===== src/rtl/lidar_pkg.sv =====
// lidar_pkg: shared states, command bytes, descriptor and measurement type for the LiDAR scan controller
package lidar_pkg;
  typedef enum logic [2:0] {
    IDLE      = 3'd0,
    SEND_CMD  = 3'd1,
    WAIT_DESC = 3'd2,
    SCAN      = 3'd3,
    SEND_STOP = 3'd4,
    ERROR     = 3'd5
  } state_t;
  localparam logic [7:0] SYNC_BYTE = 8'hA5;
  localparam logic [7:0] SCAN_BYTE = 8'h20;
  localparam logic [7:0] STOP_BYTE = 8'h25;
  localparam logic [6:0][7:0] DESC = {8'h81, 8'h40, 8'h00, 8'h00, 8'h05, 8'h5A, 8'hA5};
  typedef struct packed {
    logic [14:0] angle;
    logic [15:0] distance;
    logic [5:0]  quality;
    logic        s;
  } meas_t;
  localparam int ERR_OVF  = 0;
  localparam int ERR_DESC = 1;
  localparam int ERR_TMO  = 2;
endpackage


===== src/rtl/lidar_scan_controller_meas_fifo.sv =====
// meas_fifo: first-word-fall-through measurement FIFO with wrap-bit pointers and synchronous flush
module meas_fifo
  import lidar_pkg::*;
#(
  parameter int DEPTH = 16
) (
  input  logic  clk_in,
  input  logic  rst_n_in,
  input  logic  flush,
  input  logic  push,
  input  meas_t din,
  input  logic  pop,
  output meas_t dout,
  output logic  full,
  output logic  empty
);
  localparam int AW = $clog2(DEPTH);
  meas_t mem [DEPTH];
  logic [AW:0] wr_ptr, rd_ptr;
  assign empty = wr_ptr == rd_ptr;
  assign full  = (wr_ptr[AW] != rd_ptr[AW]) && (wr_ptr[AW-1:0] == rd_ptr[AW-1:0]);
  assign dout  = mem[rd_ptr[AW-1:0]];
  // pointers advance only on accepted push/pop; flush empties without touching storage
  always_ff @(posedge clk_in or negedge rst_n_in)
    if (!rst_n_in) begin
      wr_ptr <= '0;
      rd_ptr <= '0;
    end else if (flush) begin
      wr_ptr <= '0;
      rd_ptr <= '0;
    end else begin
      if (push && !full) wr_ptr <= wr_ptr + (AW+1)'(1);
      if (pop && !empty) rd_ptr <= rd_ptr + (AW+1)'(1);
    end
  // storage write for accepted pushes
  always_ff @(posedge clk_in)
    if (push && !full && !flush) mem[wr_ptr[AW-1:0]] <= din;
endmodule


===== src/rtl/lidar_scan_controller.sv =====
// lidar_scan_controller: RPLIDAR scan start/stop, descriptor check, packet parse and FIFO buffering.
// Optional LIDAR_PKT_CHECK_EN: validate S/S-bar and check bit, resyncing and counting bad packets.
module lidar_scan_controller
  import lidar_pkg::*;
#(
  parameter int FIFO_DEPTH     = 16,
  parameter int TIMEOUT_CYCLES = 10000000,
  parameter int MIN_QUALITY    = 0,
  parameter int DROP_W         = 16
) (
  input  logic              clk_in,
  input  logic              rst_n_in,
  input  logic              run_in,
  output logic [7:0]        tx_data_out,
  output logic              tx_start_out,
  input  logic              tx_done_in,
  input  logic [7:0]        rx_data_in,
  input  logic              rx_valid_in,
  output logic              meas_valid_out,
  input  logic              meas_ready_in,
  output logic [14:0]       angle_out,
  output logic [15:0]       distance_out,
  output logic [5:0]        quality_out,
  output logic              new_rev_out,
  output logic [2:0]        state_out,
  output logic [2:0]        error_out,
  output logic [DROP_W-1:0] drop_count_out
);
  localparam int TW = $clog2(TIMEOUT_CYCLES + 1);
  state_t state, state_n;
  logic tx_busy, tx_idx, tx_go, tmo, start, scan_rx, resync, bad0, bad1, drop, q_ok;
  logic pkt_vld, fifo_full, fifo_empty, s_acc;
  logic [2:0] rx_idx;
  logic [TW-1:0] tmo_cnt;
  logic [5:0] q_acc;
  logic [14:0] ang_acc;
  logic [7:0] dist_lo;
  logic [1:0] drop_inc;
  logic [DROP_W:0] drop_sum;
  meas_t pkt, head, head_q;
  assign start    = state == IDLE && run_in;
  assign scan_rx  = state == SCAN && run_in && rx_valid_in;
  assign tmo      = tmo_cnt == TW'(TIMEOUT_CYCLES - 1) && !rx_valid_in;
  assign q_ok     = int'(q_acc) >= MIN_QUALITY;
`ifdef LIDAR_PKT_CHECK_EN
  assign bad0 = rx_idx == 3'd0 && rx_data_in[0] == rx_data_in[1];
  assign bad1 = rx_idx == 3'd1 && !rx_data_in[0];
`else
  assign bad0 = 1'b0;
  assign bad1 = 1'b0;
`endif
  assign resync   = scan_rx && (bad0 || bad1);
  assign drop     = pkt_vld && fifo_full;
  assign drop_inc = {1'b0, drop} + {1'b0, resync};
  assign drop_sum = {1'b0, drop_count_out} + (DROP_W+1)'(drop_inc);
  // state register
  always_ff @(posedge clk_in or negedge rst_n_in)
    if (!rst_n_in) state <= IDLE;
    else state <= state_n;
  // next state and tx issue; a byte in flight always finishes before leaving a send state
  always_comb begin
    state_n = state;
    tx_go   = 1'b0;
    case (state)
      IDLE: state_n = run_in ? SEND_CMD : IDLE;
      SEND_CMD: begin
        tx_go = !tx_busy && run_in;
        if (!tx_busy && !run_in) state_n = SEND_STOP;
        else if (tx_busy && tx_done_in && tx_idx) state_n = run_in ? WAIT_DESC : SEND_STOP;
      end
      WAIT_DESC:
        if (!run_in) state_n = SEND_STOP;
        else if (rx_valid_in && rx_data_in != DESC[rx_idx]) state_n = ERROR;
        else if (tmo) state_n = ERROR;
        else if (rx_valid_in && rx_idx == 3'd6) state_n = SCAN;
      SCAN: state_n = !run_in ? SEND_STOP : tmo ? ERROR : SCAN;
      SEND_STOP: begin
        tx_go = !tx_busy;
        if (tx_busy && tx_done_in && tx_idx) state_n = IDLE;
      end
      ERROR: state_n = run_in ? ERROR : SEND_STOP;
      default: state_n = IDLE;
    endcase
  end
  // byte sequencing, timeout, packet assembly, error and drop bookkeeping
  always_ff @(posedge clk_in or negedge rst_n_in)
    if (!rst_n_in) begin
      tx_busy        <= 1'b0;
      tx_idx         <= 1'b0;
      rx_idx         <= 3'd0;
      tmo_cnt        <= '0;
      q_acc          <= '0;
      s_acc          <= 1'b0;
      ang_acc        <= '0;
      dist_lo        <= '0;
      pkt            <= '0;
      pkt_vld        <= 1'b0;
      error_out      <= '0;
      drop_count_out <= '0;
    end else begin
      tx_busy <= tx_go || (tx_busy && !tx_done_in);
      tx_idx  <= state_n != state ? 1'b0 : tx_idx || (tx_busy && tx_done_in);
      tmo_cnt <= (state_n != state || rx_valid_in) ? '0 : tmo_cnt + TW'(1);
      if (state_n != state) rx_idx <= 3'd0;
      else if (state == WAIT_DESC && rx_valid_in) rx_idx <= rx_idx + 3'd1;
      else if (scan_rx) rx_idx <= (resync || rx_idx == 3'd4) ? 3'd0 : rx_idx + 3'd1;
      if (scan_rx && rx_idx == 3'd0) {q_acc, s_acc} <= {rx_data_in[7:2], rx_data_in[0]};
      if (scan_rx && rx_idx == 3'd1) ang_acc[6:0] <= rx_data_in[7:1];
      if (scan_rx && rx_idx == 3'd2) ang_acc[14:7] <= rx_data_in;
      if (scan_rx && rx_idx == 3'd3) dist_lo <= rx_data_in;
      if (scan_rx && rx_idx == 3'd4) pkt <= {ang_acc, rx_data_in, dist_lo, q_acc, s_acc};
      pkt_vld <= scan_rx && rx_idx == 3'd4 && q_ok;
      if (start) begin
        error_out      <= '0;
        drop_count_out <= '0;
      end else begin
        if (drop) error_out[ERR_OVF] <= 1'b1;
        if (state_n == ERROR && state != ERROR && tmo) error_out[ERR_TMO] <= 1'b1;
        if (state_n == ERROR && state != ERROR && !tmo) error_out[ERR_DESC] <= 1'b1;
        drop_count_out <= drop_sum[DROP_W] ? '1 : drop_sum[DROP_W-1:0];
      end
    end
  meas_fifo #(.DEPTH(FIFO_DEPTH)) u_fifo (
    .clk_in   (clk_in),
    .rst_n_in (rst_n_in),
    .flush    (start),
    .push     (pkt_vld),
    .din      (pkt),
    .pop      (meas_ready_in),
    .dout     (head),
    .full     (fifo_full),
    .empty    (fifo_empty)
  );
  assign head_q         = fifo_empty ? '0 : head;
  assign meas_valid_out = !fifo_empty;
  assign angle_out      = head_q.angle;
  assign distance_out   = head_q.distance;
  assign quality_out    = head_q.quality;
  assign new_rev_out    = head_q.s;
  assign state_out      = state;
  assign tx_start_out   = tx_go;
  assign tx_data_out    = (state == SEND_CMD || state == SEND_STOP) ?
                          (!tx_idx ? SYNC_BYTE : state == SEND_CMD ? SCAN_BYTE : STOP_BYTE) : 8'h00;
endmodule


===== config.mk =====
export PLATFORM = sky130hd
export DESIGN_NAME = lidar_scan_controller
export DESIGN_NICKNAME = d
export VERILOG_FILES = /design/src/rtl/lidar_pkg.sv /design/src/rtl/lidar_scan_controller_meas_fifo.sv /design/src/rtl/lidar_scan_controller.sv
export SDC_FILE = /design/constraint.sdc
export NUM_CORES = 1
export LEC_CHECK = 0
export CORE_MARGIN = 3
export CORE_UTILIZATION = 30
export CTS_BUF_LIST = sky130_fd_sc_hd__clkbuf_16
export DETAILED_ROUTE_END_ITERATION = 10
export SLEW_MARGIN = 20
export SYNTH_ARGS = -nofsm -noshare
export SYNTH_HDL_FRONTEND = slang
export SYNTH_SLANG_ARGS = --single-unit

===== constraint.sdc =====
create_clock -name clk_in -period 6.3 [get_ports clk_in]
set_input_delay 1.89 -clock clk_in [delete_from_list [all_inputs] [get_ports clk_in]]
set_output_delay 1.89 -clock clk_in [all_outputs]
set_load 0.1 [all_outputs]

==> impl_metrics.csv <==
group,metric,value,unit
power_and_ir_drop,power_leakage,10.0,nW
cts,postCtsHoldBufs,0,
sta,slew_headroom,0.292,
final_layout,nNetsFinal,1608,
run,maxCapViolCount,0,
sta,period_share,0.855,
floorplan,rows,114,
floorplan,die_h,319,um
min_path,hold_depth,1,
routing,wl_per_cell,22.3,um
worst_setup_path,cp.arrival,3.50,ns
synth,synth_seq_cells,738,
sta,worst_pin_slew,1.06,ns
final_layout,fill_cells,8879,
final_layout,syn_to_final_growth,16.2,%
floorplan,core,96900,um2
synth,synth-seq-area-share,0.734,
cts,clkSinkCount,738,
worst_setup_path,crit_fanout,30,
sta,rsz0062_at_grt,"no",
global_route,grt_pass1_wl,98200,um
min_path,min_from,"ang_acc[5]",
routing,ant_nets,0,
cts,clk_transition_reported_paths,0.06,ns
synth,synth_edf_count,608,
cts,postCtsSetupRepairBufs,0,
global_route,grtUsageTotal,0.128,
synth,syn_area,29300,um2
worst_setup_path,start_kind,"flip-flop",
sta,clock_skew,0.0303,ns
synth,syn_avg_cell_area,20.1,um2
worst_setup_path,setup.worst_path.start,"u_fifo.wr_ptr[2]",
cts,cts-root-buf,"clkbuf_16",
sta,slew_viol_final,0,
cts,cts-resized-gates,0,
sta,fin_ws,0.913,ns
cts,htreeDepth,3,
global_route,grt_pass1_vias,14900,
sta,setup_violations,0,
worst_setup_path,critPathRequiredTime,4.41,ns
floorplan,fp.dieArea,102000,um2
place,preCtsSetupSlack,0.955,ns
routing,post-route-drc-count,0,
power_and_ir_drop,irDropWorstVdd,0.000637,V
synth,synth_cell_types,63,
routing,vias,14300,
final_layout,drive_above_1_share,0.286,
sta,period_needed,5.39,ns
power_and_ir_drop,powerDensity,411,nW/um2
place,dpl.hpwl,36100,um
worst_setup_path,crit_path_end_kind,"primary output",
min_path,hold_class,"flip-flop to flip-flop",
cts,cts_max_path_buffers,3,
global_route,grt_max_degree,156,
worst_setup_path,rr_startpoint,"u_fifo.wr_ptr[2]",
global_route,gr-total-overflow,0,
final_layout,final_util,0.352,
cts,cts_tree,"done",
synth,synthArstFlopShare,0.176,
worst_setup_path,reg2reg_depth,9,
sta,clock.fmax,0.186,GHz
place,gp_congestion,0.758,
routing,drt_iter0_drc,1169,
cts,clk_latency,0.64,ns
floorplan,io_pins,84,
status,status,"finished clean",
floorplan,die_x,319,um
routing,firstDrtPassIters,5,
synth,syn_inst,1457,
routing,via_per_inst,4.90,
place,port-buffer-count,79,
synth,ys_warn_count,0,
synth,ys_dominant_reg_cell,"edfxtp_1",
cts,cts_buffers,76,
sta,tns,0,ns
sta,finalHoldViolations,0,
floorplan,start_util,0.303,
routing,drt_wl_total,65100,um
global_route,antenna_found_initial,8,
worst_setup_path,path_class,"flip-flop to primary output",
[synth_stat cells (13+ instances only)]
cell / count / area, um2
a21oi_1: 26 / 130
and2_1: 44 / 275
buf_2: 23 / 115
buf_4: 13 / 97.6
clkbuf_1: 26 / 97.6
dfrtp_1: 130 / 3250
edfxtp_1: 608 / 18300
ha_1: 13 / 163
inv_1: 15 / 56.3
mux2_2: 68 / 766
mux4_2: 190 / 4280
nand2_1: 30 / 113
nand3_1: 22 / 110
nor2_1: 67 / 251
nor3_1: 19 / 95.1
xnor2_1: 18 / 158
xor2_1: 29 / 254
[sequential cells by signal (all words and copies together) (netlist names)]
register        flops
dist_lo             8
tx_busy             1
u_fifo.mem        608
u_fifo.wr_ptr       5
error_out           3
pkt                38
q_acc               6
state_out           3
rx_idx              3
u_fifo.rd_ptr       5
drop_count_out     16
tmo_cnt            24
s_acc               1
pkt_vld             1
tx_idx              1
ang_acc            15
[through the flow]
step / cells / cell area, um2 / power, mW / hold WS, ns
global placement: 2779 / 31800 / 10.0 / 0.481
global route: 2917 / 34100 / 14.6 / 0.516
finish: 2920 / 34100 / 14.0 / 0.494
detailed placement: 2779 / 31800 / 10.1 / 0.490
floorplan: 1460 / 29300 / 8.97 / 0.474
CTS: 2917 / 34100 / 14.2 / 0.496
[where the power goes]
part	switching (mW)	total, mW	internal, mW	leakage [nW]
combinational	3.19	4.50	1.31	2.69
sequential	0.0896	5.34	5.26	6.17
clock	1.85	4.15	2.29	1.18
total	5.13	14.0	8.86	10.0
[layer usage]
metal	track usage	vias up	routed length, um
li1	-	6121	-
met1	0.181	7688	29300
met2	0.200	387	30500
met3	0.0306	103	4050
met4	0.0325	4	1290
met5	0	-	27
[critical path, stage by stage, from the launching register on]
cell,delay (ns)
dfrtp_1,0.55
xor2_1,0.23
nor4_1,0.59
nand2b_2,0.65
buf_4,0.41
and2_1,0.17
buf_4,0.23
[kinds of logic (layout without fill, tap and decap cells)]
logic type	count (synthesis)	count (layout)	synth area share
AO/OA/AOI/OAI	63	63	0.0140
XOR/XNOR	47	47	0.0140
adder cells (fa/ha/maj)	13	13	0.00555
buffers and inverters	86	267	0.0139
flip-flops	738	738	0.734
multiplexers	260	260	0.173
other	1	7	0.000128
AND/OR/NAND/NOR	249	249	0.0459
[worst paths after layout]
| check | slack (ns) | endpoint |
|---|---|---|
| setup / recovery | 0.91 | angle_out[0] |
| hold / removal | 0.49 | pkt[28] |
| setup reg to reg | 2.69 | drop_count_out[3] |
| hold reg to reg | 0.49 | pkt[28] |
| max in group asynchronous | 3.78 | pkt[14] |
| min in group asynchronous | 1.33 | drop_count_out[9] |
[area by class of cell]
cell class	count	area [um2]	area share
Inverter	15	56.3	0.00165
Tap cell	1276	1600	0.0469
Multi-Input combinational cell	636	7540	0.221
Sequential cell	738	21500	0.632
Clock inverter	62	402	0.0118
Antenna cell	3	7.51	0.000220
Timing Repair Buffer	114	1040	0.0306
Clock buffer	76	1900	0.0558
[layout by cell type (no fill, tap or decap), types with 12 or more instances in the layout]
master,synthesis,routed
a21oi_1,26,26
ha_1,13,13
buf_4,13,68
inv_1,15,30
clkbuf_16,0,76
xnor2_1,18,18
xor2_1,29,29
clkdlybuf4s50_1,0,38
nor2_1,67,54
edfxtp_1,608,608
nand4_1,12,12
mux2_2,68,68
nor3_1,19,14
dfrtp_1,130,126
nand3_1,22,22
nand2_1,30,30
and2_1,44,44
clkinv_1,0,25
mux4_2,190,190
nor2_4,0,13
Power figures use the tool's default switching activity.
